[config.mk]
export PLATFORM = sky130hd
export DESIGN_NAME = ascii_valve_cmd_parser
export DESIGN_NICKNAME = d
export VERILOG_FILES = /design/src/rtl/ascii_cmd_pkg.sv /design/src/rtl/ascii_char_class.sv /design/src/rtl/ascii_valve_cmd_parser.sv
export SDC_FILE = /design/constraint.sdc
export NUM_CORES = 1
export LEC_CHECK = 0
export CORE_MARGIN = 2
export CORE_UTILIZATION = 33
export DETAILED_ROUTE_END_ITERATION = 10
export MAX_ROUTING_LAYER = met4
export PLACE_DENSITY = 0.51
export SLEW_MARGIN = 0
export SYNTH_ARGS = -nofsm -noshare
export SYNTH_HDL_FRONTEND = slang
export SYNTH_SLANG_ARGS = --single-unit
[constraint.sdc]
create_clock -name clk -period 1.9 [get_ports clk]
set_input_delay 0.285 -clock clk [delete_from_list [all_inputs] [get_ports clk]]
set_output_delay 0.285 -clock clk [all_outputs]
set_load 0.005 [all_outputs]
[src/rtl/ascii_cmd_pkg.sv]
// Shared constants and encodings for the ASCII valve command parser:
// character codes, parser states, character classes and error codes.
package ascii_cmd_pkg;

    localparam logic [7:0] CH_0    = 8'h30;
    localparam logic [7:0] CH_1    = 8'h31;
    localparam logic [7:0] CH_M    = 8'h6D;
    localparam logic [7:0] CH_M_UC = 8'h4D;
    localparam logic [7:0] CH_S    = 8'h73;
    localparam logic [7:0] CH_S_UC = 8'h53;
    localparam logic [7:0] CH_CR   = 8'h0D;
    localparam logic [7:0] CH_LF   = 8'h0A;

    typedef enum logic [1:0] {
        IDLE      = 2'd0,
        BITS      = 2'd1,
        TERM_WAIT = 2'd2,
        DISCARD   = 2'd3
    } state_t;

    typedef enum logic [1:0] {
        CLS_OTHER = 2'd0,
        CLS_DIGIT = 2'd1,
        CLS_MODE  = 2'd2,
        CLS_TERM  = 2'd3
    } char_class_t;

    localparam logic [1:0] ERR_CHAR    = 2'b01;
    localparam logic [1:0] ERR_LEN     = 2'b10;
    localparam logic [1:0] ERR_TIMEOUT = 2'b11;

endpackage

[src/rtl/ascii_char_class.sv]
// Combinational byte decoder: classifies a received byte and extracts the
// digit value ('0'/'1') and the mode bit ('s'/'S' = sequence).
module ascii_char_class
    import ascii_cmd_pkg::*;
(
    input  logic [7:0] data,
    output logic [1:0] char_class,
    output logic       digit_bit,
    output logic       mode_bit
);

    // NOTE: every output gets a default before the case so no path leaves
    // it unassigned; otherwise synthesis infers a latch.
    always_comb begin
        char_class = CLS_OTHER;
        digit_bit  = 1'b0;
        mode_bit   = 1'b0;
        case (data)
            CH_0, CH_1: begin
                char_class = CLS_DIGIT;
                digit_bit  = data[0];
            end
            CH_M, CH_M_UC: begin
                char_class = CLS_MODE;
            end
            CH_S, CH_S_UC: begin
                char_class = CLS_MODE;
                mode_bit   = 1'b1;
            end
            CH_CR, CH_LF: begin
                char_class = CLS_TERM;
            end
            default: begin
                char_class = CLS_OTHER;
            end
        endcase
    end

endmodule

[src/rtl/ascii_valve_cmd_parser.sv]
// Frame parser: <mode><N_VALVES digits><CR|LF> -> registered valve mask and
// mode, with one error pulse per bad, wrong-length or stalled frame.
module ascii_valve_cmd_parser
    import ascii_cmd_pkg::*;
#(
    parameter int N_VALVES       = 8,
    parameter int TIMEOUT_CYCLES = 1000000
) (
    input  logic                clk,
    input  logic                rst,
    input  logic [7:0]          rx_data,
    input  logic                rx_valid,
    output logic [N_VALVES-1:0] valve_mask,
    output logic                cmd_mode,
    output logic                cmd_valid,
    output logic                cmd_error,
    output logic [1:0]          err_code,
    output logic                busy
);

    localparam int CNT_W = $clog2(N_VALVES + 1);
    localparam int TO_W  = (TIMEOUT_CYCLES > 2) ? $clog2(TIMEOUT_CYCLES) : 1;
    localparam logic [CNT_W-1:0] CNT_LAST = CNT_W'(N_VALVES - 1);
    localparam logic [TO_W-1:0]  TO_LAST  =
        TO_W'((TIMEOUT_CYCLES > 0) ? (TIMEOUT_CYCLES - 1) : 0);

    state_t               state_q, state_d;
    logic [N_VALVES-1:0]  shift_q, shift_d;
    logic [CNT_W-1:0]     cnt_q, cnt_d;
    logic                 mode_pend_q, mode_pend_d;
    logic [TO_W-1:0]      to_q, to_d;
    logic [N_VALVES-1:0]  mask_d;
    logic                 mode_d;
    logic                 valid_d;
    logic                 error_d;
    logic [1:0]           code_d;
    logic                 busy_d;

    logic [1:0]           cls_raw;
    char_class_t          cls;
    logic                 digit_bit;
    logic                 mode_bit;
    logic                 timeout_hit;

    ascii_char_class u_char_class (
        .data       (rx_data),
        .char_class (cls_raw),
        .digit_bit  (digit_bit),
        .mode_bit   (mode_bit)
    );

    assign cls         = char_class_t'(cls_raw);
    assign timeout_hit = (TIMEOUT_CYCLES != 0) && (to_q == TO_LAST);

    always_comb begin
        state_d     = state_q;
        shift_d     = shift_q;
        cnt_d       = cnt_q;
        mode_pend_d = mode_pend_q;
        to_d        = to_q;
        mask_d      = valve_mask;
        mode_d      = cmd_mode;
        valid_d     = 1'b0;
        error_d     = 1'b0;
        code_d      = err_code;

        if (TIMEOUT_CYCLES != 0 && state_q != IDLE) begin
            to_d = to_q + 1'b1;
        end

        if (rx_valid) begin
            // A byte always wins over a timeout expiring in the same cycle.
            to_d = '0;
            case (state_q)
                IDLE: begin
                    case (cls)
                        CLS_MODE: begin
                            mode_pend_d = mode_bit;
                            shift_d     = '0;
                            cnt_d       = '0;
                            state_d     = BITS;
                        end
                        CLS_TERM: begin
                            state_d = IDLE;
                        end
                        default: begin
                            error_d = 1'b1;
                            code_d  = ERR_CHAR;
                            state_d = DISCARD;
                        end
                    endcase
                end
                BITS: begin
                    case (cls)
                        CLS_DIGIT: begin
                            shift_d = (shift_q << 1) | N_VALVES'(digit_bit);
                            cnt_d   = cnt_q + 1'b1;
                            if (cnt_q == CNT_LAST) begin
                                state_d = TERM_WAIT;
                            end
                        end
                        CLS_TERM: begin
                            error_d = 1'b1;
                            code_d  = ERR_LEN;
                            state_d = IDLE;
                        end
                        default: begin
                            error_d = 1'b1;
                            code_d  = ERR_CHAR;
                            state_d = DISCARD;
                        end
                    endcase
                end
                TERM_WAIT: begin
                    case (cls)
                        CLS_TERM: begin
                            valid_d = 1'b1;
                            mask_d  = shift_q;
                            mode_d  = mode_pend_q;
                            state_d = IDLE;
                        end
                        CLS_DIGIT: begin
                            error_d = 1'b1;
                            code_d  = ERR_LEN;
                            state_d = DISCARD;
                        end
                        default: begin
                            error_d = 1'b1;
                            code_d  = ERR_CHAR;
                            state_d = DISCARD;
                        end
                    endcase
                end
                DISCARD: begin
                    if (cls == CLS_TERM) begin
                        state_d = IDLE;
                    end
                end
                default: begin
                    state_d = IDLE;
                end
            endcase
        end else if (timeout_hit && state_q != IDLE) begin
            // A stalled discard is already flagged, so it returns silently.
            if (state_q != DISCARD) begin
                error_d = 1'b1;
                code_d  = ERR_TIMEOUT;
            end
            state_d = IDLE;
        end

        if (state_d == IDLE) begin
            to_d = '0;
        end

        busy_d = (state_d != IDLE);
    end

    // NOTE: sequential state uses non-blocking assignments so every register
    // samples the pre-edge values, independent of statement order.
    always_ff @(posedge clk or posedge rst) begin
        if (rst) begin
            state_q     <= IDLE;
            shift_q     <= '0;
            cnt_q       <= '0;
            mode_pend_q <= 1'b0;
            to_q        <= '0;
            valve_mask  <= '0;
            cmd_mode    <= 1'b0;
            cmd_valid   <= 1'b0;
            cmd_error   <= 1'b0;
            err_code    <= 2'b00;
            busy        <= 1'b0;
        end else begin
            state_q     <= state_d;
            shift_q     <= shift_d;
            cnt_q       <= cnt_d;
            mode_pend_q <= mode_pend_d;
            to_q        <= to_d;
            valve_mask  <= mask_d;
            cmd_mode    <= mode_d;
            cmd_valid   <= valid_d;
            cmd_error   <= error_d;
            err_code    <= code_d;
            busy        <= busy_d;
        end
    end

endmodule

Yosys cells after proc, flatten, opt, wreduce, memory -nomap -nowiden
Index checks and enable logic that the tools add are counted.
Storage, ports and cells
  input port bits: 11
  register bits after elaboration: 49
Cells by class
  equality and inequality tests: 23
  reduce and logical (&&, ||, !) cells: 18
  muxes and demuxes: 37
  bitwise gates (word level): 1
  add/subtract/negate cells: 2
Operators by type and width (count)
  two-way mux 20 bit: 3
  == test 8 x 7 -> 1 bit, second input constant: 4
  adder 20 x 1 -> 20 bit, second input constant: 1
  == test 20 bit, second input constant: 1
  two-way mux 2 bit: 9
  == test 8 x 4 -> 1 bit, second input constant: 2
  == test 8 x 6 -> 1 bit, second input constant: 2
  two-way mux 8 bit: 2
  case mux 2 bit (2 select lines): 4
  case mux 8 bit (2 select lines): 1
  case mux 2 bit (3 select lines): 2
  two-way mux 1 bit: 11
  nonzero test 2 bit: 5
  inequality test 3 bit, second input constant: 3
  == test 2 bit, second input constant: 4
  two-way mux 4 bit: 2
  OR 8 x 1 -> 8 bit: 1
  case mux 2 bit (4 select lines): 1
  case mux 4 bit (2 select lines): 1
  OR reduction 2 bit: 4
  AND reduction 3 bit: 2
  AND reduction 6 bit: 1
  adder 4 x 1 -> 4 bit, second input constant: 1
  == test 2 x 1 -> 1 bit, second input constant: 2
  10 further kinds: 12

Depth between registers and ports, before layout
Gate-level depths: netlist (run 1).
  depth after elaboration: 9
  gate-level depth with buffers: 8
  mapped depth without buffers: 7

Modules after synthesis
From an unflattened synthesis (run 1), not the netlist that was laid out.
Second synthesis, totals
  cells, all modules: 260
  area total of the unflattened synthesis: 2590.0 sq um
Modules (own cells, without submodules)
  ascii_valve_cmd_parser: times used 1, area an instance 2451.1 sq um, sequential area each 1226.2 sq um, cells an instance 244
  ascii_char_class: times used 1, area an instance 138.9 sq um, sequential area each 0.0 sq um, cells an instance 16

Worst setup path after synthesis (run 1)
Ideal clock, no wire load.
  path kind: flip-flop to flip-flop
  start: reg state_q[0]
  end: reg err_code[0]
  arrival: 1.857 ns
  period minus slack after synthesis: 1.984 ns
  buffers on the path: 0
  path slack: -0.084 ns
  stages on the path, launching flop included: 8
  cell sequence: dfrtp_1 -> inv_1 -> ha_1 -> nand4b_1 -> nor4_4 -> and2_1 -> o221ai_2 -> mux2_1
On the way
  word-level cells in the longest chain between the ends: 4
RTL lines
  start: declaration: line ascii_valve_cmd_parser.sv:27  | state_t state_q, state_d;
  start signal: assignment: line ascii_valve_cmd_parser.sv:175  | state_q <= state_d;
  branches (longest 4 deep; another with AND reduction 6 bit)
  end signal: assignment: line ascii_valve_cmd_parser.sv:184  | err_code <= code_d;
  end: declaration: line ascii_valve_cmd_parser.sv:17  | output logic [1:0] err_code,
Several ways; the timed one is not identified.
A chain may end at the register's enable or synchronous reset.

Worst setup path after layout (run 1)
  start: reg to_q[10]
  end: reg err_code[1]
On the way
  word-level cells in the longest chain between the ends: 4
RTL lines
  start: declaration: line ascii_valve_cmd_parser.sv:31  | logic [TO_W-1:0] to_q, to_d;
  start signal: assignment: line ascii_valve_cmd_parser.sv:179  | to_q <= to_d;
  == test 20 bit: line ascii_valve_cmd_parser.sv:53  | assign timeout_hit = (TIMEOUT_CYCLES != 0) && (to_q == TO_LAST);
  logical AND 1 bit: line ascii_valve_cmd_parser.sv:143  | end else if (timeout_hit && state_q != IDLE) begin
  nonzero test 2 bit (no line)
  AND reduction 6 bit (no line)
Every way passes these cells.

==> results.yml, run 1 <==
clock_tree:
  clkTransAtPathRegs_ns: 0.10
  cts.sinks: 49
  cts_tree: "done"
  h-tree-depth: 2
  clockRootBuffer: "clkbuf_8"
  holdBufCountCts: 0
  cts_made_buffers: 5
  clk-insertion-delay-late_ns: 0.30
  clk_path_buf_depth: 2
critical_path:
  end_kind: "flop"
  rr_startpoint: "to_q[10]$_DFFE_PP0P_"
  crit_slowest_cell: "or4_4"
  path_delay_family: "simple AND/OR/NAND/NOR gates"
  crit_fanout: 2
  required_ns: 2.09
  reg2reg_depth: 5
  max_stage_delay_ns: 0.55
  cp_cell_sequence: "or4_4 > nor4_4 > and2_4 > o221ai_4 > mux2_4"
  reg2reg_to: "err_code[1]$_DFFE_PP0P_"
  path_class: "flop to flop"
  crit_buf_inv: 0
  rrSetupSlack_ns: -0.15
  path_depth: 5
  cp.arrival_ns: 2.24
  crit_end: "err_code[1]$_DFFE_PP0P_"
  crit_path_start: "to_q[10]$_DFFE_PP0P_"
  start_kind: "flop"
routing:
  wl_per_cell_um: 12.95
  ant_nets: 0
  drt_wl_total_um: 5426
  route.detailed.drc: 0
  dr_total_vias: 2018
  initialDrtViolationCount: 108
  via_per_inst: 4.816
  drt-pass1-iter-count: 4
sta:
  finalClockSkew_ns: 0.01268
  rsz0062_at_grt: "true"
  hold_viol_final: 0
  hold_ws_ns: 0.3240
  worst_slack_ns: -0.1529
  period_minus_slack_ns: 2.053
  tightest_slew_ns: 0.5202
  finalCritPeriodShare: 1.080
  max_freq_mhz: 487.1
  finalSetupTns_ns: -1.870
  drv_slew: 0
  setup_viol: 26
  relSlewSlack: 0.6502
place:
  placed_cells: 408
  dpl.hpwl_um: 3813
  io_buffer_count: 24
  gp_congestion: 0.8060
  placed_area_sq_um: 3174
die:
  die_width_um: 91.67
  start_util: 0.3460
  fp.dieH_um: 91.67
  pin_count: 25
  die_area_sq_um: 8402
  rows: 31
  core-area_sq_um: 7331
worst_hold_path:
  hold_path.class: "input port to async pin"
layout:
  final_net_count: 336
  diodes: 0
  nFillCells: 701
  final_area_sq_um: 3369
  fin_cells: 419
  final_layout_size_suffix_gt1_frac: 0.2250
  area_growth_syn_to_layout_pct: 32.86
job:
  maxCapViolCount: 0
synth:
  synth_cell_types: 48
  synth_area_leaders: "dfrtp_1 (48%), nand2_1 (5.9%), nor2_1 (4.3%)"
  yosysWarnings: 0
  synth_area_leader_cell: "dfrtp_1"
  synth-edff-count: 0
  avgSynthCellArea_sq_um: 9.868
  seq_area_frac_synth: 0.4835
  syn_area_sq_um: 2536
  synthCells: 257
  yosysMostFrequentCell: "dfrtp_1"
  ys_seq_elements: 49
  synth_fp_nets: 274
  synth_top_cells_by_count: "dfrtp_1 (49), nand2_1 (40), nor2_1 (29), o21ai_0 (16), xnor2_1 (12)"
  ys.flop_type: "dfrtp_1"
  synth_async_sr_flop_share: 1.000
  yosysTopAreaCellShare: 0.4835
global_routing:
  grt_pass1_wl_um: 9466
  grt_max_degree: 50
  grt_usage: 0.1420
  gr-total-overflow: 0
  grt_pass1_vias: 1984
  antenna_found_initial: 0
power_and_ir_drop:
  leakagePower_nw: 1.477
  powerDensity_nw_per_um2: 942.7
  ir_drop_mv: 0.4532
status:
  violations: "negative setup slack"
  status: "complete, but fails checks"
-- layout make-up --
class | instances | area [sq um] | area share
multi-input combinational | 194 | 1305 | 0.3873
sequential | 49 | 1226 | 0.3639
timing repair buffer | 63 | 598.1 | 0.1775
tap | 99 | 123.9 | 0.03676
clock buffer | 5 | 68.82 | 0.02042
clock inverter | 3 | 25.02 | 0.007427
inverter | 6 | 22.52 | 0.006684
-- power breakdown --
part | switching, mW | internal [mW]
combinational | 0.621 | 0.580
clock | 0.378 | 0.269
sequential | 0.115 | 1.21
-- worst min-delay path, delay by kind of cell --
family | cells | cell delay (ns)
buf+inv | 3 | 0.74
-- how the worst min path moves through the flow --
stage | from | endpoint | slack, ns | depth (start not counted)
after floorplan | rx_data[1] | mode_pend_q$_DFFE_PP0P_ | 0.43 | 2
after global placement | shift_q[7]$_DFFE_PP0P_ | shift_q[7]$_DFFE_PP0P_ | 0.47 | 2
after detailed placement | err_code[1]$_DFFE_PP0P_ | err_code[1]$_DFFE_PP0P_ | 0.49 | 1
after CTS | rst | to_q[15]$_DFFE_PP0P_ | 0.33 | 3
after global routing | rst | to_q[15]$_DFFE_PP0P_ | 0.37 | 3
final | rst | valve_mask[3]$_DFFE_PP0P_ | 0.32 | 3
-- through the flow --
stage	worst slack, ns	util	total power, mW
final	-0.1529	0.4596	3.176
after global routing	-0.2260	0.4596	3.441
after CTS	-0.1927	0.4509	3.190
after detailed placement	-0.3943	0.4330	2.505
after global placement	-0.3585	0.4330	2.491
after floorplan	0.001098	-	2.025
-- layout by cell type, fill, tap and decap left out, types with 7 or more instances in the layout --
| master | n |
|---|---|
| clkdlybuf4s50_1 | 18 |
| xnor2_1 | 12 |
| nor3_1 | 8 |
| nor2_1 | 29 |
| buf_4 | 33 |
| nand3_1 | 11 |
| xor2_1 | 7 |
| dfrtp_1 | 49 |
| mux2_2 | 9 |
| o21ai_0 | 15 |
| nand2_1 | 40 |
-- per-layer routing --
layer	global-route usage	part of all wire	vias to the layer above
li1	-	-	1022
met3	0.02958	0.027	4
met4	0.03030	0.0070	0
met5	-	0	-
met2	0.2212	0.47	22
met1	0.1923	0.50	970
-- kinds of logic (layout without fill, tap and decap cells) --
family,after synthesis,count (layout),synth area share
buf+inv,14,77,0.02812
compound gates,37,37,0.09719
mux,12,12,0.05279
simple gates,120,120,0.2432
xor+xnor,19,19,0.06561
fa+ha+maj,6,6,0.02960
flops,49,49,0.4835
-- registers in the layout, indices dropped and copies added, names as in the netlist --
name	flops
cmd_valid	1
to_q	20
cmd_mode	1
err_code	2
mode_pend_q	1
shift_q	8
state_q	2
cmd_error	1
valve_mask	8
busy	1
cnt_q	4
-- repair_timing --
| item | 4_1_cts | 5_1_grt |
|---|---|---|
| resized for setup | 10 | 11 |
| endpoints found under the setup margin | 34 | 45 |
| pin swaps | 4 | 6 |
| buffers inserted | 0 | 2 |
| cloned | 0 | 1 |
No activity file was read; power rests on OpenSTA's default activity.
==> run 2, diff against run 1 <==
- GPL_TIMING_DRIVEN: default -> 0
==> run 2 against run 1 <==
Effect of this change:
- the run still ends with negative setup slack left
- sequential share of layout area increased by 0.23 points
- global-route usage increased by 0.70 points
- first-iteration DRC count decreased by 44%
- worst setup slack improved by 0.0025 ns
- total power increased by 4.5%
- final cell count decreased by 2.9%
- clock skew decreased by 0.0052 ns
- combinational power increased by 11%
==> results.yml, run 2 (same netlist as run 1, synthesis figures left out) <==
status:
  status: "complete, but fails checks"
  violations: "negative setup slack"
sta:
  finalCritPeriodShare: 1.079
  worst_slack_ns: -0.1504
  hold_viol_final: 0
  finalSetupTns_ns: -2.326
  period_minus_slack_ns: 2.050
  max_freq_mhz: 487.7
  hold_ws_ns: 0.2316
  setup_viol: 26
  relSlewSlack: 0.6520
  tightest_slew_ns: 0.5181
  drv_slew: 0
  finalClockSkew_ns: 0.007448
  rsz0062_at_grt: "true"
power_and_ir_drop:
  power_mw: 3.320
  powerDensity_nw_per_um2: 988.7
  ir_drop_mv: 0.4336
  leakagePower_nw: 1.388
job:
  maxCapViolCount: 0
critical_path:
  start_kind: "flop"
  required_ns: 2.10
  cp.arrival_ns: 2.25
  reg2reg_depth: 5
  rrSetupSlack_ns: -0.15
  end_kind: "flop"
  crit_fanout: 2
  path_class: "flop to flop"
routing:
  wl_per_cell_um: 14.04
  via_per_inst: 5.071
  route.detailed.drc: 0
  drt_wl_total_um: 5714
  dr_total_vias: 2064
  ant_nets: 0
  drt-pass1-iter-count: 4
  initialDrtViolationCount: 61
layout:
  area_growth_syn_to_layout_pct: 32.41
  final_net_count: 324
  layout_commonest_cell: "dfrtp_1"
  final_cell_mix: "dfrtp_1 (46), nand2_1 (39), buf_4 (17), clkdlybuf4s50_1 (17), nor2_2 (16)"
  regMostFlops: "to_q"
  largestRegisters: "to_q x20, shift_q x8, valve_mask x8"
  largest_reg_flops: 20
  diodes: 0
  final_layout_size_suffix_gt1_frac: 0.2890
die:
  core-area_sq_um: 7331
  rows: 31
  fp.dieH_um: 91.67
  die_area_sq_um: 8402
  pin_count: 25
  die_width_um: 91.67
  start_util: 0.3460
clock_tree:
  cts_made_buffers: 5
  cts_tree: "done"
  clk-insertion-delay-late_ns: 0.30
  clkTransAtPathRegs_ns: 0.10
  clk_path_buf_depth: 2
  h-tree-depth: 2
  clockRootBuffer: "clkbuf_8"
  cts.sinks: 49
global_routing:
  met2_usage: 0.2420
  met1_usage: 0.1937
  antenna_found_initial: 0
  grt.met3_usage: 0.02383
  grt_usage: 0.1490
  gr-total-overflow: 0
  top_usage_layer: "met2"
  grt_pass1_vias: 2067
  grt_pass1_wl_um: 9922
  grt_max_degree: 39
worst_hold_path:
  hold_path.class: "input port to async pin"
place:
  io_buffer_count: 23
  gp_congestion: 0.7875
  dpl_worst_slack_ns: -0.6246
  dpl.hpwl_um: 3718
run 2: final timing paths:
check,start,endpoint
setup / recovery,to_q[8]$_DFFE_PP0P_,err_code[0]$_DFFE_PP0P_
hold / removal,rst,to_q[2]$_DFFE_PP0P_
setup reg to reg,to_q[8]$_DFFE_PP0P_,err_code[0]$_DFFE_PP0P_
hold reg to reg,shift_q[7]$_DFFE_PP0P_,shift_q[7]$_DFFE_PP0P_
max in group asynchronous,rst,state_q[0]$_DFF_PP0_
min in group clk,rx_valid,state_q[0]$_DFF_PP0_
run 2: timing repair:
action,in CTS,in global routing
gates cloned,2,0
hold buffers,0,0
buffers inserted,12,5
endpoints found under the setup margin,48,47
pin swaps,25,5
resized for setup,42,26
run 2: where the power goes:
| part | internal, mW | switching, mW |
|---|---|---|
| Sequential | 1.22 | 0.120 |
| Combinational | 0.619 | 0.709 |
| Clock | 0.267 | 0.389 |
| Total | 2.10 | 1.22 |
run 2: cell type report:
type                       count  area, sq um
fill                         704         3973
multi-input combinational    194         1416
sequential                    49         1230
timing repair buffer          43        409.1
tap                           99        123.9
clock buffer                   5        68.82
buffer                         8        60.06
clock inverter                 3        25.02
inverter                       6        25.02
run 2: stage by stage:
| step | util | area, sq um | std cells |
|---|---|---|---|
| final | 0.4581 | 3358 | 407 |
| after global routing | 0.4581 | 3358 | 407 |
| after CTS | 0.4434 | 3251 | 402 |
| after detailed placement | 0.3973 | 2913 | 380 |
| after global placement | 0.3946 | 2893 | 379 |
| after floorplan | - | 2539 | 257 |
run 2: critical path, cell delays in order (launching register included):
cell and delay, ns:
dfrtp_1 0.39, or4_4 0.54, nor4_4 0.36, and2_4 0.22, o221ai_4 0.10, mux2_4 0.33
run 2: routing by layer:
layer  vias to the layer above  share of wire
li1                        994              -
met1                      1025           0.47
met2                        40           0.49
met3                         5          0.035
met4                         0          0.010
met5                         -              0
==> run 3, diff against run 2 <==
- MAX_ROUTING_LAYER: met4 -> default
==> run 3 against run 2 <==
Effect of this change:
- the run still ends with negative setup slack left
- worst setup slack is essentially flat
- via count did not move
- sequential power barely moved
- highest routed layer unchanged
- non-clock buffer count did not move
- wire length unchanged
- global-route usage fell by 0.41 points
- cell area unchanged
- sequential share of layout area is the same
- largest cell class unchanged
- clock power is essentially flat
- total power about the same
- clock skew hardly changed
- critical endpoint unchanged
==> results.yml, run 3 (same netlist as run 1, synthesis figures left out) <==
die:
  start_util: 0.3460
  die_area_sq_um: 8402
  fp.dieH_um: 91.67
  rows: 31
  die_width_um: 91.67
  core-area_sq_um: 7331
  pin_count: 25
routing:
  initialDrtViolationCount: 61
  drt_wl_total_um: 5714
  wl_per_cell_um: 14.04
  via_per_inst: 5.071
  ant_nets: 0
  dr_total_vias: 2064
  route.detailed.drc: 0
  drt-pass1-iter-count: 4
sta:
  rsz0062_at_grt: "true"
  hold_viol_final: 0
  max_freq_mhz: 487.8
  period_minus_slack_ns: 2.050
  finalCritPeriodShare: 1.079
  tightest_slew_ns: 0.5179
  relSlewSlack: 0.6520
  worst_slack_ns: -0.1502
  finalSetupTns_ns: -2.322
  setup_viol: 26
  drv_slew: 0
  finalClockSkew_ns: 0.007642
status:
  violations: "negative setup slack"
  status: "complete, but fails checks"
layout:
  nFillCells: 704
  diodes: 0
  layout_commonest_cell: "dfrtp_1"
  regMostFlops: "to_q"
  final_area_sq_um: 3358
  post-route-util: 0.4581
  final_layout_size_suffix_gt1_frac: 0.2890
  largest_reg_flops: 20
  final_cell_mix: "dfrtp_1 (46), nand2_1 (39), buf_4 (17), clkdlybuf4s50_1 (17), nor2_2 (16)"
  largestRegisters: "to_q x20, shift_q x8, valve_mask x8"
  area_growth_syn_to_layout_pct: 32.41
  final_net_count: 324
critical_path:
  reg2reg_depth: 5
  rr_startpoint: "to_q[8]$_DFFE_PP0P_"
  crit_path_start: "to_q[8]$_DFFE_PP0P_"
  crit_end: "err_code[0]$_DFFE_PP0P_"
  max_stage_delay_ns: 0.54
  end_kind: "flop"
  crit_fanout: 2
  rrSetupSlack_ns: -0.15
  crit_slowest_cell: "or4_4"
  path_class: "flop to flop"
  reg2reg_to: "err_code[0]$_DFFE_PP0P_"
  required_ns: 2.10
  cp.arrival_ns: 2.25
  cp_cell_sequence: "or4_4 > nor4_4 > and2_4 > o221ai_4 > mux2_4"
  start_kind: "flop"
power_and_ir_drop:
  ir_drop_mv: 0.4334
  leakagePower_nw: 1.388
  powerDensity_nw_per_um2: 988.7
job:
  maxCapViolCount: 0
global_routing:
  grt_pass1_wl_um: 9922
  grt_usage: 0.1449
  grt_max_degree: 39
  gr-total-overflow: 0
  antenna_found_initial: 0
  grt_pass1_vias: 2070
clock_tree:
  h-tree-depth: 2
  clk-insertion-delay-late_ns: 0.30
  holdBufCountCts: 0
  clkTransAtPathRegs_ns: 0.10
  clk_path_buf_depth: 2
  clockRootBuffer: "clkbuf_8"
  cts_made_buffers: 5
  cts.sinks: 49
  cts_tree: "done"
place:
  io_buffer_count: 23
  placed_area_sq_um: 2913
  gp_congestion: 0.7769
  dpl.hpwl_um: 3718
worst_hold_path:
  hold_path.class: "input port to async pin"
## run 3: stage by stage
step | power, mW | hold slack [ns] | cells | worst slack, ns
finish | 3.320 | 0.2315 | 407 | -0.1502
global route | 3.573 | 0.2586 | 407 | -0.2199
CTS | 3.262 | 0.2378 | 402 | -0.1685
detailed placement | 2.363 | 0.4824 | 380 | -0.6246
global placement | 2.344 | 0.4668 | 379 | -0.6611
floorplan | 2.025 | 0.4270 | 257 | 0.001098
## run 3: worst max-delay path, delay by kind of cell (launching register included)
kind             cells  cell delay (ns)
flip-flops           1             0.39
AO/OA/AOI/OAI        1             0.10
AND/OR/NAND/NOR      3             1.12
multiplexers         1             0.33
## run 3: cell type report
class	count	area, sq um	area share
Buffer	8	60.06	0.01788
Timing Repair Buffer	43	409.1	0.1218
Multi-Input combinational cell	194	1416	0.4218
Sequential cell	49	1230	0.3662
Clock buffer	5	68.82	0.02049
Inverter	6	25.02	0.007452
Clock inverter	3	25.02	0.007452
Tap cell	99	123.9	0.03689
## run 3: timing repair
action | in CTS | in global routing
pin swaps | 25 | 5
buffers inserted | 12 | 5
setup endpoints to repair | 48 | 47
gates cloned | 2 | 0
gates resized for setup | 42 | 26
## run 3: worst min path at each step
stage | startpoint | end | slack (ns) | cells past startpoint
after floorplan | rx_data[1] | mode_pend_q$_DFFE_PP0P_ | 0.43 | 2
after global placement | shift_q[7]$_DFFE_PP0P_ | shift_q[7]$_DFFE_PP0P_ | 0.47 | 2
after detailed placement | shift_q[7]$_DFFE_PP0P_ | shift_q[7]$_DFFE_PP0P_ | 0.48 | 2
after CTS | rst | to_q[13]$_DFFE_PP0P_ | 0.24 | 2
after global routing | rst | to_q[2]$_DFFE_PP0P_ | 0.26 | 2
final | rst | to_q[2]$_DFFE_PP0P_ | 0.23 | 2
## run 3: where the power goes
part | internal (mW) | total, mW | leakage, nW | switching [mW]
Combinational | 0.619 | 1.33 | 0.691 | 0.709
Sequential | 1.22 | 1.34 | 0.652 | 0.120
Clock | 0.267 | 0.655 | 0.0447 | 0.388
Total | 2.10 | 3.32 | 1.39 | 1.22
## run 3: metal layers
| layer | track usage | vias up | share of wire |
|---|---|---|---|
| met5 | 0 | - | 0 |
| met4 | 0.04167 | 0 | 0.010 |
| met3 | 0.02383 | 5 | 0.035 |
| met2 | 0.2420 | 40 | 0.49 |
| met1 | 0.1937 | 1024 | 0.47 |
| li1 | - | 995 | - |
